<file path="config.mk">
export PLATFORM = sky130hd
export DESIGN_NAME = ucsbece154a_prog_loader
export DESIGN_NICKNAME = d
export VERILOG_FILES = /design/src/rtl/ucsbece154a_prog_loader_pkg.sv /design/src/rtl/ucsbece154a_instr_pack.sv /design/src/rtl/ucsbece154a_prog_loader.sv
export SDC_FILE = /design/constraint.sdc
export NUM_CORES = 1
export LEC_CHECK = 0
export ABC_AREA = 1
export CELL_PAD_IN_SITES_DETAIL_PLACEMENT = 0
export CELL_PAD_IN_SITES_GLOBAL_PLACEMENT = 1
export CORE_MARGIN = 3
export CORE_UTILIZATION = 29
export CTS_CLUSTER_DIAMETER = 60
export DETAILED_ROUTE_END_ITERATION = 12
export MAX_ROUTING_LAYER = met4
export PLACE_DENSITY = 0.89
export REMOVE_ABC_BUFFERS = 1
export SETUP_SLACK_MARGIN = 0.3
export SLEW_MARGIN = 20
export SYNTH_ARGS = -nofsm -noshare
export SYNTH_HDL_FRONTEND = slang
export SYNTH_SLANG_ARGS = --single-unit
export TNS_END_PERCENT = 10
</file>
<file path="constraint.sdc">
create_clock -name clk -period 2.05 [get_ports clk]
set_input_delay 0.3075 -clock clk [delete_from_list [all_inputs] [get_ports clk]]
set_output_delay 0.3075 -clock clk [all_outputs]
set_load 0.02 [all_outputs]
</file>
<file path="src/rtl/ucsbece154a_prog_loader_pkg.sv">
// Shared definitions for the program loader.
// Kind codes for I/S/B/J/U reuse the core's ImmSrc encoding so the loader's
// format field reads the same as the decoder's immediate-source select.
// R and END take the free codes; 3'b110 stays reserved and is rejected.
package ucsbece154a_prog_loader_pkg;

  localparam logic [2:0] KIND_I   = 3'b000;
  localparam logic [2:0] KIND_S   = 3'b001;
  localparam logic [2:0] KIND_B   = 3'b010;
  localparam logic [2:0] KIND_J   = 3'b011;
  localparam logic [2:0] KIND_U   = 3'b100;
  localparam logic [2:0] KIND_R   = 3'b101;
  localparam logic [2:0] KIND_END = 3'b111;

  typedef enum logic [2:0] {
    S_IDLE,
    S_LOAD,
    S_WRITE,
    S_DONE,
    S_ERR
  } state_t;

endpackage

</file>
<file path="src/rtl/ucsbece154a_instr_pack.sv">
// Combinational RV32I instruction packer with immediate range/alignment check.
// Ports:
//   kind_i      format code (I/S/B/J/U/R/END, 110 reserved)
//   op_i        opcode, placed verbatim in [6:0]
//   funct3_i    funct3 for R/I/S/B
//   funct7b5_i  instr[30] for R-type
//   rd_i, rs1_i, rs2_i  register fields, used per format
//   imm_i       signed byte immediate (U uses [31:12])
//   word_o      packed instruction word
//   illegal_o   beat cannot be encoded (reserved kind or bad immediate)
module ucsbece154a_instr_pack
  import ucsbece154a_prog_loader_pkg::*;
(
  input  logic [2:0]  kind_i,
  input  logic [6:0]  op_i,
  input  logic [2:0]  funct3_i,
  input  logic        funct7b5_i,
  input  logic [4:0]  rd_i,
  input  logic [4:0]  rs1_i,
  input  logic [4:0]  rs2_i,
  input  logic [31:0] imm_i,
  output logic [31:0] word_o,
  output logic        illegal_o
);

  logic signed [31:0] simm;
  logic               fits_12;
  logic               fits_b;
  logic               fits_j;

  assign simm    = $signed(imm_i);
  assign fits_12 = (simm >= -32'sd2048) && (simm <= 32'sd2047);
  // Branch/jump offsets are in bytes; bit 0 is not encodable.
  assign fits_b  = (simm >= -32'sd4096) && (simm <= 32'sd4094) && !imm_i[0];
  assign fits_j  = (simm >= -32'sd1048576) && (simm <= 32'sd1048574) && !imm_i[0];

  always_comb begin
    word_o    = '0;
    illegal_o = 1'b0;
    case (kind_i)
      KIND_I: begin
        word_o    = {imm_i[11:0], rs1_i, funct3_i, rd_i, op_i};
        illegal_o = !fits_12;
      end
      KIND_S: begin
        word_o    = {imm_i[11:5], rs2_i, rs1_i, funct3_i, imm_i[4:0], op_i};
        illegal_o = !fits_12;
      end
      KIND_B: begin
        word_o    = {imm_i[12], imm_i[10:5], rs2_i, rs1_i, funct3_i,
                     imm_i[4:1], imm_i[11], op_i};
        illegal_o = !fits_b;
      end
      KIND_J: begin
        word_o    = {imm_i[20], imm_i[10:1], imm_i[11], imm_i[19:12], rd_i, op_i};
        illegal_o = !fits_j;
      end
      KIND_U: begin
        word_o    = {imm_i[31:12], rd_i, op_i};
      end
      KIND_R: begin
        word_o    = {1'b0, funct7b5_i, 5'b0, rs2_i, rs1_i, funct3_i, rd_i, op_i};
      end
      KIND_END: begin
        word_o    = '0;
      end
      default: begin
        illegal_o = 1'b1;
      end
    endcase
  end

endmodule

</file>
<file path="src/rtl/ucsbece154a_prog_loader.sv">
// Instruction-memory loader: accepts field-level instruction beats over a
// valid/ready stream, packs them into RV32I words, writes them to consecutive
// word addresses and holds the core in reset until an END beat completes the
// session.
// Ports:
//   clk, reset         clock, synchronous active-high reset
//   start_i            begin a session (honoured in IDLE/DONE/ERR)
//   valid_i / ready_o  beat handshake
//   kind_i .. imm_i    instruction fields
//   imem_we_o/addr_o/wd_o  instruction-memory write port
//   core_reset_o       core held in reset while not DONE
//   count_o            words written this session
//   done_o, err_o      session completed / aborted
module ucsbece154a_prog_loader
  import ucsbece154a_prog_loader_pkg::*;
#(
  parameter int unsigned ADDR_WIDTH = 6
) (
  input  logic                  clk,
  input  logic                  reset,
  input  logic                  start_i,
  input  logic                  valid_i,
  output logic                  ready_o,
  input  logic [2:0]            kind_i,
  input  logic [6:0]            op_i,
  input  logic [2:0]            funct3_i,
  input  logic                  funct7b5_i,
  input  logic [4:0]            rd_i,
  input  logic [4:0]            rs1_i,
  input  logic [4:0]            rs2_i,
  input  logic [31:0]           imm_i,
  output logic                  imem_we_o,
  output logic [ADDR_WIDTH-1:0] imem_addr_o,
  output logic [31:0]           imem_wd_o,
  output logic                  core_reset_o,
  output logic [ADDR_WIDTH:0]   count_o,
  output logic                  done_o,
  output logic                  err_o
);

  localparam logic [ADDR_WIDTH:0] CAPACITY = {1'b1, {ADDR_WIDTH{1'b0}}};

  state_t              state_q, state_d;
  logic [ADDR_WIDTH:0] count_q, count_d;
  logic [31:0]         word_q, word_d;

  logic [31:0]         pack_word;
  logic                pack_illegal;
  logic                full;

  ucsbece154a_instr_pack u_pack (
    .kind_i     (kind_i),
    .op_i       (op_i),
    .funct3_i   (funct3_i),
    .funct7b5_i (funct7b5_i),
    .rd_i       (rd_i),
    .rs1_i      (rs1_i),
    .rs2_i      (rs2_i),
    .imm_i      (imm_i),
    .word_o     (pack_word),
    .illegal_o  (pack_illegal)
  );

  assign full = (count_q == CAPACITY);

  always_ff @(posedge clk) begin
    if (reset) begin
      state_q <= S_IDLE;
      count_q <= '0;
      word_q  <= '0;
    end else begin
      state_q <= state_d;
      count_q <= count_d;
      word_q  <= word_d;
    end
  end

  always_comb begin
    state_d = state_q;
    count_d = count_q;
    word_d  = word_q;
    case (state_q)
      S_IDLE, S_DONE, S_ERR: begin
        if (start_i) begin
          state_d = S_LOAD;
          count_d = '0;
        end
      end
      S_LOAD: begin
        if (valid_i) begin
          // END is accepted even when the memory is full.
          if (kind_i == KIND_END) begin
            state_d = S_DONE;
          end else if (pack_illegal || full) begin
            state_d = S_ERR;
          end else begin
            word_d  = pack_word;
            state_d = S_WRITE;
          end
        end
      end
      S_WRITE: begin
        count_d = count_q + 1'b1;
        state_d = S_LOAD;
      end
      default: state_d = S_IDLE;
    endcase
  end

  // Outputs come only from registered state, never straight from inputs.
  assign ready_o      = (state_q == S_LOAD);
  assign imem_we_o    = (state_q == S_WRITE);
  assign imem_addr_o  = count_q[ADDR_WIDTH-1:0];
  assign imem_wd_o    = word_q;
  assign core_reset_o = (state_q != S_DONE);
  assign count_o      = count_q;
  assign done_o       = (state_q == S_DONE);
  assign err_o        = (state_q == S_ERR);

endmodule

</file>
Yosys cells after proc, flatten, opt, wreduce, memory -nomap -nowiden
Index checks and enable logic that the tools add are counted.
{"block": "op_classes", "order_cmp": 6, "n_mux": 9, "n_addsub": 1, "n_bitwise": 2, "n_eq_ne": 14, "n_reduce_logical": 19}
{"op": "one-hot mux 32 bit (6 select lines)", "n": 1}
{"op": "greater-or-equal comparator 32 x 12 -> 1 bit (second input constant)", "n": 1}
{"op": "greater-or-equal comparator 32 x 13 -> 1 bit (second input constant)", "n": 1}
{"op": "greater-or-equal comparator 32 x 21 -> 1 bit (second input constant)", "n": 1}
{"op": "<= comparator 32 x 12 -> 1 bit (second input constant)", "n": 1}
{"op": "<= comparator 32 x 13 -> 1 bit (second input constant)", "n": 1}
{"op": "<= comparator 32 x 21 -> 1 bit (second input constant)", "n": 1}
{"op": "one-hot mux 7 bit (2 select lines)", "n": 1}
{"op": "equality test 3 x 2 -> 1 bit (second input constant)", "n": 4}
{"op": "equality test 3 bit (second input constant)", "n": 4}
{"op": "two-way mux 3 bit", "n": 4}
{"op": "one-hot mux 3 bit (3 select lines)", "n": 1}
{"op": "adder 7 x 1 -> 7 bit (second input constant)", "n": 1}
{"op": "equality test 7 bit (second input constant)", "n": 1}
{"op": "two-way mux 7 bit", "n": 1}
{"op": "equality test 3 x 1 -> 1 bit (second input constant)", "n": 2}
{"op": "logical NOT 3 bit", "n": 2}
{"op": "OR reduction 3 bit", "n": 2}
{"op": "logical AND 1 bit", "n": 5}
{"op": "logical NOT 1 bit", "n": 4}
{"op": "!= test 2 bit (second input constant)", "n": 2}
{"op": "one-hot mux 1 bit (4 select lines)", "n": 1}
{"op": "AND reduction 2 bit", "n": 2}
{"op": "AND reduction 4 bit", "n": 1}
{"op": "other kinds (5)", "n": 6}
{"block": "word_totals", "reg_bits": 42, "output_inout_bits": 50}

Logic depth before layout (Yosys ltp)
{"block": "depth", "ltp_word": 10, "mapped_depth": 15, "depth_no_buf": 13}

Modules after synthesis
A second synthesis with hierarchy kept.
{"block": "hier_totals", "hier_cells": 556, "area_unflattened_um2": 3099.2}
{"mod": "ucsbece154a_prog_loader", "area_per_inst_um2": 2098.3, "instances": 1, "cells_per_inst": 321}
{"mod": "ucsbece154a_instr_pack", "area_per_inst_um2": 1001.0, "instances": 1, "cells_per_inst": 235}

Least setup slack after synthesis
OpenSTA, ideal clock, no wires.
{"block": "synth_path", "kind": "register to register", "startpoint": "register count_q[0] (netlist: count_o[0])", "endpoint": "register word_q[22] (netlist: imem_wd_o[22])", "setup_ps": 113, "arrival_time_ps": 1690, "path_stages_with_launch": 10, "setup_slack_ps": 247, "n_path_buf": 1, "path_cell_list": "dfxtp_1 inv_1 ha_1 a41oi_1 nand2_2 inv_2 nand4_4 buf_2 nor2_1 nor2_1"}
{"block": "synth_via", "elab_chain_len": 4}
{"element": "from (decl)", "line_no": "ucsbece154a_prog_loader.sv:44", "rtl": "logic [ADDR_WIDTH:0] count_q, count_d;"}
{"element": "from (signal assigned)", "line_no": "ucsbece154a_prog_loader.sv:73", "rtl": "count_q <= count_d;"}
{"element": "equality test 7 bit", "line_no": "ucsbece154a_prog_loader.sv:64", "rtl": "assign full = (count_q == CAPACITY);"}
{"element": "logical OR 1 bit", "line_no": "ucsbece154a_prog_loader.sv:94", "rtl": "end else if (pack_illegal || full) begin"}
{"element": "NOT 1 bit (no line)"}
{"element": "AND reduction 4 bit (no line)"}
{"element": "to (signal assigned)", "line_no": "ucsbece154a_prog_loader.sv:74", "rtl": "word_q <= word_d;"}
{"element": "to (decl)", "line_no": "ucsbece154a_prog_loader.sv:45", "rtl": "logic [31:0] word_q, word_d;"}
Every way passes these cells.
A chain may end at the register's enable or synchronous reset.

Final worst setup path
{"block": "layout_path", "startpoint": "register state_q[0]", "endpoint": "output err_o"}
{"block": "layout_via", "elab_chain_len": 1}
{"element": "from (decl)", "line_no": "ucsbece154a_prog_loader.sv:43", "rtl": "state_t state_q, state_d;"}
{"element": "from (signal assigned)", "line_no": "ucsbece154a_prog_loader.sv:72", "rtl": "state_q <= state_d;"}
{"element": "equality test 3 bit", "line_no": "ucsbece154a_prog_loader.sv:118", "rtl": "assign err_o = (state_q == S_ERR);"}
{"element": "to (decl)", "line_no": "ucsbece154a_prog_loader.sv:38", "rtl": "output logic err_o"}
Every way passes these cells.

==> impl_summary.log <==
[metrics] number of clock buffers inserted by TritonCTS: 5
[metrics] max-cap viol count: 0
[metrics] max incr delay on CP: about 0.61 ns
[metrics] clock tree skew after final layout: between 0.007 and 0.008 ns
[metrics] detail-routed net length per standard cell: between 10 and 15 um
[metrics] largest family of logic cells by synthesized area: simple AND/OR/NAND/NOR gates
[metrics] Pins Over Slew Limit: 0
[metrics] number of filler cells placed in the layout: ~1000
[metrics] top area cells in the synthesized netlist: dfxtp_1 (28%), nand2_1 (18%), nor2_1 (12%)
[metrics] proportion of register bits with asynchronous set or reset after synthesis: 0%
[metrics] count of non-filler cells in the finished layout: about 810
[metrics] number of buffers inserted for hold repair after clock tree synthesis: 0
[metrics] result of the run: completed
[metrics] WHS: about 0.43 ns
[metrics] Syn Std Cell Area: about 3000 sq um
[metrics] Buf/Inv on CP: 2
[metrics] Top FF cell, synth: dfxtp_1
[metrics] via count of the routed design: approximately 3700
[metrics] most numerous cell on the critical path: nor2_1
[metrics] worst setup path class: flip-flop to primary output
[metrics] arrival time worst endpoint: approximately 1.6 ns
[metrics] cell leakage power: ~0.0025 uW
[metrics] register bit total from synthesis: 42
[metrics] clock transition at the registers of the reported paths: approximately 0.10 ns
[metrics] worst slew margin relative to its limit: slightly below 60%
[metrics] Nets: ~740
[metrics] Yosys top cell by area: dfxtp_1
[metrics] footprint of the flip-flops and latches: 842 sq um
[metrics] largest delay contributor family on the critical path: buffers and inverters
[metrics] synth cell count leaders: nand2_1 (141), nor2_1 (92), inv_1 (79)
[metrics] peak supply drop: 0.279 mV
[metrics] Vert. Die Dim: 107 um
[metrics] number of cell rows: 36
[metrics] share of the clock period used by the worst path: between 90% and 100%
[metrics] overall die area: between 10000 and 15000 sq um
[metrics] number of instances in the synthesized netlist: 507
[metrics] Antenna Violating Nets Remaining: 0
[metrics] sequential-to-total area share from yosys stat: 28.4%
[metrics] area share of the largest cell type after synthesis: 28.4%
[metrics] highest clock frequency the design can meet: approximately 530 MHz
[metrics] distinct cell type count of the synthesized netlist: 33
[metrics] number of vias per cell after detailed routing: 4.55
[metrics] port buffer count: ~110
[metrics] count of warnings emitted by yosys: 0
[metrics] Synth Area in Compound Gates: between 10% and 20%
[metrics] multi-input logic area: roughly 1700 sq um
[metrics] post-synthesis to final-layout area growth: 65.4%
[metrics] FF-to-FF setup slack: 0.30 ns
[metrics] Clock Tree Root: clkbuf_8
[metrics] Core Area: about 10000 sq um
[metrics] pin count of the biggest net entering global routing: 35
[metrics] number of enable-type register cells in the synthesized netlist: 0
[metrics] violation count after the first detailed-route iteration: roughly 190
[metrics] Placed Instance Area: about 4600 sq um
[metrics] critical path launch point type: flip-flop
[metrics] Worst EP required: ~1.7 ns
[metrics] # placed instances: approximately 800
[metrics] horizontal die dimension: ~110 um
[metrics] mux cell area share after synthesis: 0%
[metrics] residual DRC count: 0
[metrics] global placer's final weighted congestion: 0.864
[metrics] Max Fanout on Critical Path: 4
[metrics] overflow left after global routing: 0
[metrics] clock insertion delay at the later pin of the skew report: around 0.31 ns
[metrics] pin slew with the least headroom to its limit: around 0.63 ns
[metrics] CTS sink count: between 40 and 50
[metrics] worst-path cell chain: nor2_1 -> inv_1 -> nor2_1 -> clkdlybuf4s50_1
[metrics] number of antenna violations at the first check in global routing: 3
[metrics] IO Count: approximately 120
[metrics] setup repair after global routing missed its margin: yes
[metrics] Synth Area in Simple Gates: between 40% and 50%
[metrics] Final setup viols: 0
[metrics] final hold viol count: 0
[metrics] kind of end point of the critical path: primary output
[metrics] Final Instance Area: 4900 sq um
[metrics] most used standard cell by instance count after synthesis: nand2_1
[metrics] H-tree depth: 2
[metrics] CTS tree: done
[metrics] drt total wl: about 10000 um
[metrics] detailed-routing iteration count for the pre-antenna-repair pass: 4
[metrics] number of global-route vias before repair: 3527
[metrics] PD cells: approximately 480 nW/um^2
[metrics] post-synthesis average cell area: around 5.8 sq um
[metrics] GRT Resource Usage Total: approximately 18%
[metrics] initial core utilization: between 30% and 40%
[metrics] min cycle time layout: 1.90 ns
[metrics] crit path max-delay cell type: clkdlybuf4s50_1
[metrics] post-synthesis xor/xnor area fraction: 0%
[metrics] half-perimeter wire length after detailed placement: 8120 um
[metrics] global-route wire length before repair: 16300 um
[metrics] Hold Path Class: input pin to flip-flop
[metrics] Synth Area in Adders: less than 1%
[metrics] ratio of cells with drive above 1 in the final layout: between 15 and 20%
[metrics] Clock Path Buffers: 2
path summary, 6_finish.rpt:
kind,from,end,depth (start not counted)
hold reg to reg,imem_wd_o[4],imem_wd_o[4],2
hold / removal,imm_i[9],imem_wd_o[29],5
setup / recovery,state_q[0],err_o,4
setup reg to reg,state_q[2],count_o[3],7
per-stage QoR:
step	worst slack [ns]	util [%]	total power (uW)	TNS, ns
global route	0.0580	49.7	2490	0
CTS	0.0887	47.3	2350	0
global placement	-0.226	46.4	1750	-6.47
finish	0.146	49.7	2350	0
floorplan	-0.0953	-	1310	-1.28
detailed placement	-0.237	46.4	1760	-6.81
power by group:
part,switching [uW],internal [uW],leakage (uW)
sequential,37.3,870,0.000342
clock,347,241,0.0000441
combinational,445,409,0.00212
repair_timing:
action	in CTS	in global routing
setup endpoints to repair	39	47
gates cloned	0	1
gates resized for setup	7	64
setup buffers	0	6
pin swaps	0	10
area by class of cell:
cell class / count / share of cell area, %
antenna: 3 / 0.153
clock buffer: 5 / 1.40
clock inverter: 3 / 0.434
inverter: 88 / 7.00
multi-input combinational: 357 / 35.1
sequential: 42 / 17.2
tap: 133 / 3.40
timing repair buffer: 176 / 35.1
timing repair inverter: 1 / 0.179
routing by layer:
layer / share of wire, % / track usage, %
met5: 0 / -
met3: 6.6 / 4.46
met1: 45 / 22.3
met4: 1.1 / 4.38
met2: 48 / 29.9
cells in the final DEF (no fill, tap or decap), types with 2 or more instances in the layout:
master	n
diode_2	3
ha_1	2
a211oi_1	3
o21ai_0	15
nand2_2	8
nor2_4	2
buf_4	58
nor2_2	29
nand3_1	13
dfxtp_1	41
a22oi_1	4
clkbuf_8	5
o221ai_1	3
clkdlybuf4s50_1	76
buf_6	2
nand3_2	4
dlygate4sd2_1	3
inv_2	12
dlymetal6s2s_1	34
nand4_1	18
o22ai_1	9
nor3_1	4
nand2_1	136
inv_1	74
nor2_1	83
a21oi_1	16
buf_12	2
worst min-delay path, delay by kind of cell:
| family | cells | cell delay [ns] |
|---|---|---|
| AOI/OAI and AO/OA | 1 | 0.07 |
| buffers and inverters | 1 | 0.13 |
| and+or+nand+nor | 3 | 0.19 |
sequential cells by signal, summed over array words and instances, names as in the netlist:
| signal | cells |
|---|---|
| count_o | 7 |
| state_q | 3 |
| imem_wd_o | 32 |
logic make-up (layout without fill, tap and decap cells):
group	Yosys count	in the layout
and+or+nand+nor	301	301
adders and majority gates	2	2
other	0	3
buffers and inverters	108	273
AOI/OAI and AO/OA	54	54
DFF	42	42
(Power assumes the default switching activity.)
